### src/rtl/uart_cmd_parser_pkg.sv
// rtl/uart_cmd_parser_pkg.sv - command codes, error/mode encodings and parser states
package uart_cmd_parser_pkg;

    typedef enum logic [7:0] {
        CMD_DATA   = 8'h01,
        CMD_CTRL   = 8'h02,
        CMD_FREQ   = 8'h03,
        CMD_PERIOD = 8'h04,
        CMD_REPEAT = 8'h05
    } cmd_e;

    typedef enum logic [1:0] {
        ERR_NONE        = 2'b00,
        ERR_UNKNOWN_CMD = 2'b01,
        ERR_BAD_CH      = 2'b10,
        ERR_TIMEOUT     = 2'b11
    } err_code_e;

    typedef enum logic [1:0] {
        MODE_ONE_SHOT = 2'b00,
        MODE_CONTINUE = 2'b01,
        MODE_REPEAT   = 2'b10,
        MODE_RSVD     = 2'b11
    } mode_e;

    typedef enum logic [1:0] {
        ST_IDLE    = 2'b00,
        ST_CH      = 2'b01,
        ST_PAYLOAD = 2'b10
    } state_e;

    // Index of the final payload byte (the byte that triggers the commit).
    function automatic logic [7:0] payload_last(input cmd_e op, input int data_bytes);
        case (op)
            CMD_DATA, CMD_FREQ: payload_last = 8'(data_bytes - 1);
            CMD_PERIOD:         payload_last = 8'd1;
            default:            payload_last = 8'd0;
        endcase
    endfunction

endpackage

### src/rtl/cmd_timeout.sv
// rtl/cmd_timeout.sv - inter-byte timeout counter with clear/enable and expire tick
module cmd_timeout #(
    parameter int LIMIT = 20000
) (
    input  logic clk_i,
    input  logic rst_ni,
    input  logic clr_i,
    input  logic en_i,
    output logic expire_o
);

    localparam int CW = (LIMIT > 2) ? $clog2(LIMIT) : 1;

    logic [CW-1:0] cnt_q, cnt_d;

    // Fires on the edge where the idle count reaches LIMIT-1; a tick always wins.
    assign expire_o = en_i && !clr_i && (cnt_q == CW'(LIMIT - 2));

    always_comb begin
        cnt_d = cnt_q + CW'(1);
        if (clr_i || !en_i || expire_o) begin
            cnt_d = '0;
        end
    end

    always_ff @(posedge clk_i or negedge rst_ni) begin
        if (!rst_ni) begin
            cnt_q <= '0;
        end else begin
            cnt_q <= cnt_d;
        end
    end

endmodule

### src/rtl/uart_cmd_parser.sv
// rtl/uart_cmd_parser.sv - UART byte-stream command frame decoder emitting write strobes
module uart_cmd_parser
    import uart_cmd_parser_pkg::*;
#(
    parameter int DATA_BIT       = 32,
    parameter int OUTPUT_NUM     = 16,
    parameter int CH_W           = 4,
    parameter int TIMEOUT_CYCLES = 20000
) (
    input  logic                clk_i,
    input  logic                rst_ni,
    input  logic [7:0]          data_i,
    input  logic                rx_done_tick_i,
    output logic [CH_W-1:0]     ch_o,
    output logic [DATA_BIT-1:0] pattern_o,
    output logic                data_we_o,
    output logic                ctrl_we_o,
    output logic [1:0]          mode_o,
    output logic                en_o,
    output logic                freq_we_o,
    output logic                period_we_o,
    output logic [7:0]          slow_period_o,
    output logic [7:0]          fast_period_o,
    output logic                repeat_we_o,
    output logic [7:0]          repeat_o,
    output logic                busy_o,
    output logic                err_tick_o,
    output logic [1:0]          err_code_o
);

    localparam int         DATA_BYTES = DATA_BIT / 8;
    localparam int         SR_W       = DATA_BIT - 8;
    localparam logic [8:0] CH_LIMIT   = 9'(OUTPUT_NUM);

    state_e                state_q, state_d;
    cmd_e                  op_q, op_d;
    logic                  drop_q, drop_d;
    logic [CH_W-1:0]       chan_q, chan_d;
    logic [7:0]            cnt_q, cnt_d;
    logic [SR_W-1:0]       sr_q, sr_d;
    logic [CH_W-1:0]       ch_q, ch_d;
    logic [DATA_BIT-1:0]   pattern_q, pattern_d;
    mode_e                 mode_q, mode_d;
    logic                  en_q, en_d;
    logic [7:0]            slow_q, slow_d, fast_q, fast_d, repeat_q, repeat_d;
    err_code_e             err_code_q, err_code_d;
    logic                  data_we_q, data_we_d, ctrl_we_q, ctrl_we_d, freq_we_q, freq_we_d;
    logic                  period_we_q, period_we_d, repeat_we_q, repeat_we_d;
    logic                  err_tick_q, err_tick_d;
    logic                  busy, expire;

    assign busy = (state_q != ST_IDLE);

    cmd_timeout #(.LIMIT(TIMEOUT_CYCLES)) u_timeout (
        .clk_i    (clk_i),
        .rst_ni   (rst_ni),
        .clr_i    (rx_done_tick_i),
        .en_i     (busy),
        .expire_o (expire)
    );

    always_comb begin
        state_d     = state_q;
        op_d        = op_q;
        drop_d      = drop_q;
        chan_d      = chan_q;
        cnt_d       = cnt_q;
        sr_d        = sr_q;
        ch_d        = ch_q;
        pattern_d   = pattern_q;
        mode_d      = mode_q;
        en_d        = en_q;
        slow_d      = slow_q;
        fast_d      = fast_q;
        repeat_d    = repeat_q;
        err_code_d  = err_code_q;
        data_we_d   = 1'b0;
        ctrl_we_d   = 1'b0;
        freq_we_d   = 1'b0;
        period_we_d = 1'b0;
        repeat_we_d = 1'b0;
        err_tick_d  = 1'b0;

        case (state_q)
            ST_IDLE: begin
                if (rx_done_tick_i) begin
                    drop_d = 1'b0;
                    cnt_d  = 8'd0;
                    case (data_i)
                        CMD_DATA, CMD_CTRL, CMD_REPEAT: begin
                            op_d    = cmd_e'(data_i);
                            state_d = ST_CH;
                        end
                        CMD_FREQ, CMD_PERIOD: begin
                            op_d    = cmd_e'(data_i);
                            state_d = ST_PAYLOAD;
                        end
                        default: begin
                            err_tick_d = 1'b1;
                            err_code_d = ERR_UNKNOWN_CMD;
                        end
                    endcase
                end
            end
            ST_CH: begin
                if (rx_done_tick_i) begin
                    chan_d  = data_i[CH_W-1:0];
                    drop_d  = ({1'b0, data_i} >= CH_LIMIT);
                    cnt_d   = 8'd0;
                    state_d = ST_PAYLOAD;
                end
            end
            ST_PAYLOAD: begin
                if (rx_done_tick_i) begin
                    sr_d  = {data_i, sr_q[SR_W-1:8]};
                    cnt_d = cnt_q + 8'd1;
                    if (cnt_q == payload_last(op_q, DATA_BYTES)) begin
                        state_d = ST_IDLE;
                        if (drop_q) begin
                            err_tick_d = 1'b1;
                            err_code_d = ERR_BAD_CH;
                        end else begin
                            case (op_q)
                                CMD_DATA: begin
                                    ch_d      = chan_q;
                                    pattern_d = {data_i, sr_q};
                                    data_we_d = 1'b1;
                                end
                                CMD_CTRL: begin
                                    ch_d      = chan_q;
                                    mode_d    = mode_e'(data_i[2:1]);
                                    en_d      = data_i[0];
                                    ctrl_we_d = 1'b1;
                                end
                                CMD_FREQ: begin
                                    pattern_d = {data_i, sr_q};
                                    freq_we_d = 1'b1;
                                end
                                CMD_PERIOD: begin
                                    slow_d      = sr_q[SR_W-1 -: 8];
                                    fast_d      = data_i;
                                    period_we_d = 1'b1;
                                end
                                default: begin
                                    ch_d        = chan_q;
                                    repeat_d    = data_i;
                                    repeat_we_d = 1'b1;
                                end
                            endcase
                        end
                    end
                end
            end
            default: state_d = ST_IDLE;
        endcase

        // Expiry only occurs without a tick, so it never collides with a commit.
        if (expire) begin
            state_d    = ST_IDLE;
            err_tick_d = 1'b1;
            err_code_d = ERR_TIMEOUT;
        end
    end

    always_ff @(posedge clk_i or negedge rst_ni) begin
        if (!rst_ni) begin
            state_q     <= ST_IDLE;
            op_q        <= CMD_DATA;
            drop_q      <= 1'b0;
            chan_q      <= '0;
            cnt_q       <= 8'd0;
            sr_q        <= '0;
            ch_q        <= '0;
            pattern_q   <= '0;
            mode_q      <= MODE_ONE_SHOT;
            en_q        <= 1'b0;
            slow_q      <= 8'd0;
            fast_q      <= 8'd0;
            repeat_q    <= 8'd0;
            err_code_q  <= ERR_NONE;
            data_we_q   <= 1'b0;
            ctrl_we_q   <= 1'b0;
            freq_we_q   <= 1'b0;
            period_we_q <= 1'b0;
            repeat_we_q <= 1'b0;
            err_tick_q  <= 1'b0;
        end else begin
            state_q     <= state_d;
            op_q        <= op_d;
            drop_q      <= drop_d;
            chan_q      <= chan_d;
            cnt_q       <= cnt_d;
            sr_q        <= sr_d;
            ch_q        <= ch_d;
            pattern_q   <= pattern_d;
            mode_q      <= mode_d;
            en_q        <= en_d;
            slow_q      <= slow_d;
            fast_q      <= fast_d;
            repeat_q    <= repeat_d;
            err_code_q  <= err_code_d;
            data_we_q   <= data_we_d;
            ctrl_we_q   <= ctrl_we_d;
            freq_we_q   <= freq_we_d;
            period_we_q <= period_we_d;
            repeat_we_q <= repeat_we_d;
            err_tick_q  <= err_tick_d;
        end
    end

    assign ch_o          = ch_q;
    assign pattern_o     = pattern_q;
    assign data_we_o     = data_we_q;
    assign ctrl_we_o     = ctrl_we_q;
    assign mode_o        = mode_q;
    assign en_o          = en_q;
    assign freq_we_o     = freq_we_q;
    assign period_we_o   = period_we_q;
    assign slow_period_o = slow_q;
    assign fast_period_o = fast_q;
    assign repeat_we_o   = repeat_we_q;
    assign repeat_o      = repeat_q;
    assign busy_o        = busy;
    assign err_tick_o    = err_tick_q;
    assign err_code_o    = err_code_q;

endmodule
### config.mk
export PLATFORM = sky130hd
export DESIGN_NAME = uart_cmd_parser
export DESIGN_NICKNAME = d
export VERILOG_FILES = /design/src/rtl/uart_cmd_parser_pkg.sv /design/src/rtl/cmd_timeout.sv /design/src/rtl/uart_cmd_parser.sv
export SDC_FILE = /design/constraint.sdc
export NUM_CORES = 1
export LEC_CHECK = 0
export CORE_ASPECT_RATIO = 1.25
export CORE_MARGIN = 1
export CORE_UTILIZATION = 54
export DETAILED_ROUTE_END_ITERATION = 12
export PLACE_DENSITY = 0.8
export SYNTH_ARGS = -nofsm -noshare
export SYNTH_HDL_FRONTEND = slang
export SYNTH_SLANG_ARGS = --single-unit
### constraint.sdc
create_clock -name clk_i -period 3.39 [get_ports clk_i]
set_input_delay 0.678 -clock clk_i [delete_from_list [all_inputs] [get_ports clk_i]]
set_output_delay 0.678 -clock clk_i [all_outputs]
set_load 0.02 [all_outputs]
---- Yosys cells after proc, flatten, opt, wreduce, memory -nomap -nowiden ----
Index checks and enable logic that the tools add are counted.
W data, S select, Z words.
word-level totals
  bits of input ports ..................... 11
  register bits after elaboration ......... 133
  output and inout port bits .............. 72
cells by class
  equality and inequality tests ........... 24
  magnitude comparators ................... 1
  bitwise logic cells ..................... 3
  reductions and logical operators ........ 30
  muxes and demuxes ....................... 56
  add/subtract/negate cells ............... 2
operator list
  cell                     count
  $mux W1                  33
  $eq A8 B2 Y1 const B     4
  $mux W8                  4
  $reduce_and A5 Y1        6
  $eq A8 B3 Y1 const B     3
  $mux W2                  11
  $ne A3 B2 Y1 const B     6
  $eq A8 B1 Y1 const B     2
  $pmux W8 S2              1
  $add A15 B1 Y15 const B  1
  $eq A15 B15 Y1 const B   1
  $mux W15                 1
  $pmux W2 S2              3
  $reduce_and A3 Y1        3
  $add A8 B1 Y8 const B    1
  $eq A8 B8 Y1             1
  $ge A8 B5 Y1 const B     1
  $reduce_or A2 Y1         4
  $ne A2 B2 Y1 const B     3
  $pmux W2 S3              1
  $reduce_and A6 Y1        1
  $reduce_bool A2 Y1       3
  $reduce_or A5 Y1         1
  $ne A4 B1 Y1 const B     1
  other kinds (13)         20

---- Longest topological paths before layout ----
  depth in word-level cells ............... 10
  gate-level depth with buffers ........... 8

---- Cells and area by module ----
From an unflattened synthesis, not the netlist that was laid out.
unflattened totals
  cell total of the unflattened synthesis .. 473
  area, all modules ....................... 5,644.2 um^2
by module, submodules not included
  module           cells an instance  sequential area each (um^2)  area an instance (um^2)  instances
  uart_cmd_parser  397                2,954.1                      4,874.7                  1
  cmd_timeout      76                 375.4                        769.5                    1

---- Worst setup path after synthesis ----
Ideal clock, no wire load.
  path type ............................... flip-flop to flip-flop
  from .................................... register cnt_q[4]
  to ...................................... register fast_q[6], in the netlist fast_period_o[6]
  buffers on the path ..................... 3
  clock period less this slack ............ 2,433 ps
  data arrival time ....................... 2,308 ps
  setup slack ............................. 957 ps
  stages on the path, launching flop included .. 9
  cells stage by stage .................... dfrtp_1 -> nor4_2 -> nand2_1 -> or3_1 -> buf_2 -> or4_4 -> buf_6 -> buf_8 -> mux2_4
between the ends
  cells in the longest elaborated chain, start to end .. 2
RTL lines
  what                         RTL line                source
  from (decl)                  uart_cmd_parser.sv:39   logic [7:0] cnt_q, cnt_d;
  from (signal assigned)       uart_cmd_parser.sv:192  cnt_q <= cnt_d;
  $eq A8 B8 Y1                 uart_cmd_parser.sv:117  if (cnt_q == payload_last(op_q, DATA_BYTES)) begin
  $reduce_and A5 Y1 (no line)  --
  to (signal assigned)         uart_cmd_parser.sv:199  fast_q <= fast_d;
  to (decl)                    uart_cmd_parser.sv:45   logic [7:0] slow_q, slow_d, fast_q, fast_d, repeat_q, repeat_d;
No other way between the ends.
A chain may end at the register's enable or synchronous reset.

---- Worst setup path after layout ----
  from .................................... register op_q[1]
  to ...................................... register ch_q[3], in the netlist ch_o[3]
between the ends
  cells in the longest elaborated chain, start to end .. 7
RTL lines
  what                                                 RTL line                                           source
  from (decl)                                          uart_cmd_parser.sv:36                              cmd_e op_q, op_d;
  from (signal assigned)                               uart_cmd_parser.sv:189                             op_q <= op_d;
  $eq A8 B2 Y1 / $eq A8 B1 Y1 (equally long branches)  uart_cmd_parser_pkg.sv:34, uart_cmd_parser.sv:123
  $reduce_or A2 Y1 (no line)                           --
  $pmux W2 S2                                          uart_cmd_parser_pkg.sv:34                          case (op)
  $mux W8                                              uart_cmd_parser.sv:114                             if (rx_done_tick_i) begin
  $mux W8                                              uart_cmd_parser.sv:84                              case (state_q)
  $eq A8 B8 Y1                                         uart_cmd_parser.sv:117
  $reduce_and A5 Y1 (no line) (*)                      --
  to (signal assigned)                                 uart_cmd_parser.sv:194                             ch_q <= ch_d;
  to (decl)                                            uart_cmd_parser.sv:41                              logic [CH_W-1:0] ch_q, ch_d;
Mark *: on every way between the ends. The rest lies on a longest branch, timed or not. The select of a mux whose other input is x is not followed.

==> results.txt <==
Synth area leaders - dfrtp_1 60%, mux2_2 12%, nand2_1 6.0%
Top Layer Used - met4
Worst-path fanout max - 8
Vias per Instance - 5.57
Pleak - 3.44 nW
Net Sw Frac - 22.1%
Cell Area, Synth - 0.00553 mm^2
CTS sink cnt - 133
Root Driver - clkbuf_16
Max Slew Vio Count - 0
H-tree Lvls - 4
Count of different cell masters after synthesis - 54
Register area share after synthesis - 60.2%
Die area - 0.0107 mm^2
Slew margin rel. - 57.0%
Placer Congestion - 0.850
Die Y - 115 um
Final Setup Violations - 0
Internal power - 3.24 mW
Skew-Pair Late Insertion Delay - 410 ps
Chip width - 92.5 um
Startpoint Class - flop
# hold bufs at CTS - 0
Pwr Total - 4.16 mW
Top-area cell type share of the netlist area - 59.7%
Largest net degree at the start of global routing - 56
Clock Pin Slew Worst Setup and Hold Paths - 50 ps
Clock share of power - 50.0%
Ratio of cells with drive above 1 in the final layout - 20.6%
RSZ-0062 raised after global routing - no
Status - complete, no violations
First DRT Iteration DRCs - 227
Mapped Cells - 461
WL per Instance - 17.5 um
EDFF count, synth - 0
Hold/Removal Path Class - in -> async
Ant diodes - 0
Worst Slack Setup Final - 716 ps
P&R area growth vs syn - 29.8%
Critical Path RT - 3670 ps
FF-to-FF setup slack - 720 ps
Period utilisation layout - 78.9%
Setup Buffers After CTS - 0
Setup CP Type - reg -> reg
Pre-CTS WS - 461 ps
Post-Route WL - 12000 um
First-pass GRT wire length - 19900 um
Slowest CP cell - nor3_1
Met3 wire length - 475 um
Total Nets Final - 564
Comb power frac - 7.6%
Final Hold Viols - 0
Switch Pwr - 921 uW
Max-cap violations - 0
GR Overflow Total - 0
CTS tree - built
Via count - 3836
Post-DRT Antenna Nets - 0
Post-CTS sizing - 0
F_max - 374 MHz
Post-route DRC - 0
Post-DP Area - 0.00650 mm^2
Fin crit period - 2670 ps
Fin cells - 689
CP max stage delay - 620 ps
Clock skew - 8.36 ps
Bufs on Longest Clock Path - 2
Metal2 WL - 6170 um
Async set-reset flop share out of synthesis - 100%
Hpwl dp - 7510 um
Primary FF master, synth - dfrtp_1
CP endpoint kind - flop
Worst path cell trace - or3b_1, o21ai_0, a32oi_1, nor3_1, mux2_2
Starting Density - 56.7%
Num ports - 83
Port buffer count - 82
Syn_area_per_cell - 12.0 um^2
Syn nets - 475
Synth Register Bits - 133
Pwr/cell area - 580 mW/mm^2
Core area - 0.00976 mm^2
Wl on met1 - 5070 um
Synth Warn # - 0
CTS buffer count - 17
First-pass iteration count of the detailed router - 4
Vias in the first global route - 3930
Reg power frac - 42.3%
# rows - 40
Worst Tran Pin Value - 639 ps
TNS Setup - 0 ps
Cell taking the most area after synthesis - dfrtp_1
Initial antenna violation count - 0
GRT Overall Usage - 24.5%
Crit path DAT - 2960 ps
Placed Cells - 657
Peak supply drop - 0.439 mV
Post-route cell area - 0.00718 mm^2
Filler cell count - 659
==> power by group through the flow <==
| stage | Clock [mW] | Combinational [mW] | Sequential (mW) |
|---|---|---|---|
| finish | 2.08 | 0.318 | 1.76 |
| global route | 2.18 | 0.348 | 1.77 |
| CTS | 2.11 | 0.322 | 1.76 |
| detailed placement | 0 | 0.313 | 1.78 |
| global placement | 0 | 0.303 | 1.78 |
| floorplan | 0 | 0.129 | 1.80 |
==> Yosys cell counts, types with 2 or more instances <==
library cell,count
nor4_2,2
mux2_1,2
xor2_1,9
nor3b_1,3
a21oi_1,6
ha_1,3
and2_1,6
o211ai_1,2
o21ai_0,13
xnor2_1,4
nand3b_1,6
nand4_1,7
nand2_1,88
buf_2,4
nand3_1,10
mux2_2,58
clkbuf_1,13
nor3_1,6
nor2_1,29
mux2_4,10
dfrtp_1,132
and4_1,2
and3_1,5
nand2b_1,7
nor4b_1,2
inv_1,4
==> cells in the final DEF (no fill, tap or decap), drive strengths merged, types with 8 or more instances in the layout <==
cell	count
nor2	29
dfrtp	132
nand3	10
o21ai	13
clkdlybuf4s50	81
mux2	70
buf	8
xor2	9
clkbuf	20
nand2	89
==> kinds of logic (layout without fill, tap and decap cells) <==
| family | count (synthesis) | after routing | synth area share (%) |
|---|---|---|---|
| XOR/XNOR | 13 | 13 | 2.06 |
| adder cells (fa/ha/maj) | 3 | 3 | 0.679 |
| AND/OR/NAND/NOR | 186 | 186 | 16.4 |
| buffers and inverters | 23 | 125 | 1.99 |
| AO/OA/AOI/OAI | 32 | 32 | 3.58 |
| multiplexers | 71 | 71 | 15.1 |
| flip-flops | 133 | 133 | 60.2 |
==> through the flow <==
stage | hold WS [ps] | utilization (%)
2_1_floorplan | 382 | -
3_3_place_gp | 457 | 66.6
3_5_place_dp | 459 | 66.6
4_1_cts | 303 | 73.6
5_1_grt | 330 | 73.6
6_report | 282 | 73.6
==> flip-flops by register name, summed over array words and instances, names as in the netlist, 2 cells and up <==
name and cells:
pattern_o 32, sr_q 24, u_timeout.cnt_q 15, cnt_q 8, fast_period_o 8, op_q 8
repeat_o 8, slow_period_o 8, ch_o 4, chan_q 4, err_code_o 2, mode_o 2
state_q 2
==> final timing paths <==
| kind | startpoint | endpoint | depth (start not counted) |
|---|---|---|---|
| setup / recovery | op_q[1] | ch_o[3] | 5 |
| hold / removal | rst_ni | u_timeout.cnt_q[8] | 1 |
| setup reg to reg | op_q[1] | ch_o[3] | 5 |
| hold reg to reg | sr_q[1] | sr_q[1] | 2 |
| max in group asynchronous | rst_ni | op_q[0] | 2 |
| min in group clk_i | sr_q[1] | sr_q[1] | 2 |
==> area by class of cell <==
class	count	area (um^2)	share of cell area [%]
multi-input cells	305	2100	29.2
well taps	126	158	2.20
flip-flops and latches	133	3330	46.4
repair buffers	89	896	12.5
inverters	4	15.0	0.209
clock buffers	20	457	6.36
clock inverters	12	224	3.12
==> critical path: cells and delay by family (launching register included) <==
family / cells / cell delay (ps)
multiplexers: 1 / 430
AO/OA/AOI/OAI: 2 / 560
flip-flops: 1 / 440
AND/OR/NAND/NOR: 2 / 1120
==> layer usage <==
metal  vias to the layer above  global-route usage, %
met2                        98                   39.7
met5                         -                      0
met4                         0                   10.2
met3                        26                   6.88
met1                      1950                   31.2
li1                       1762                      -
Note: power is estimated with default switching activity, not from simulation.
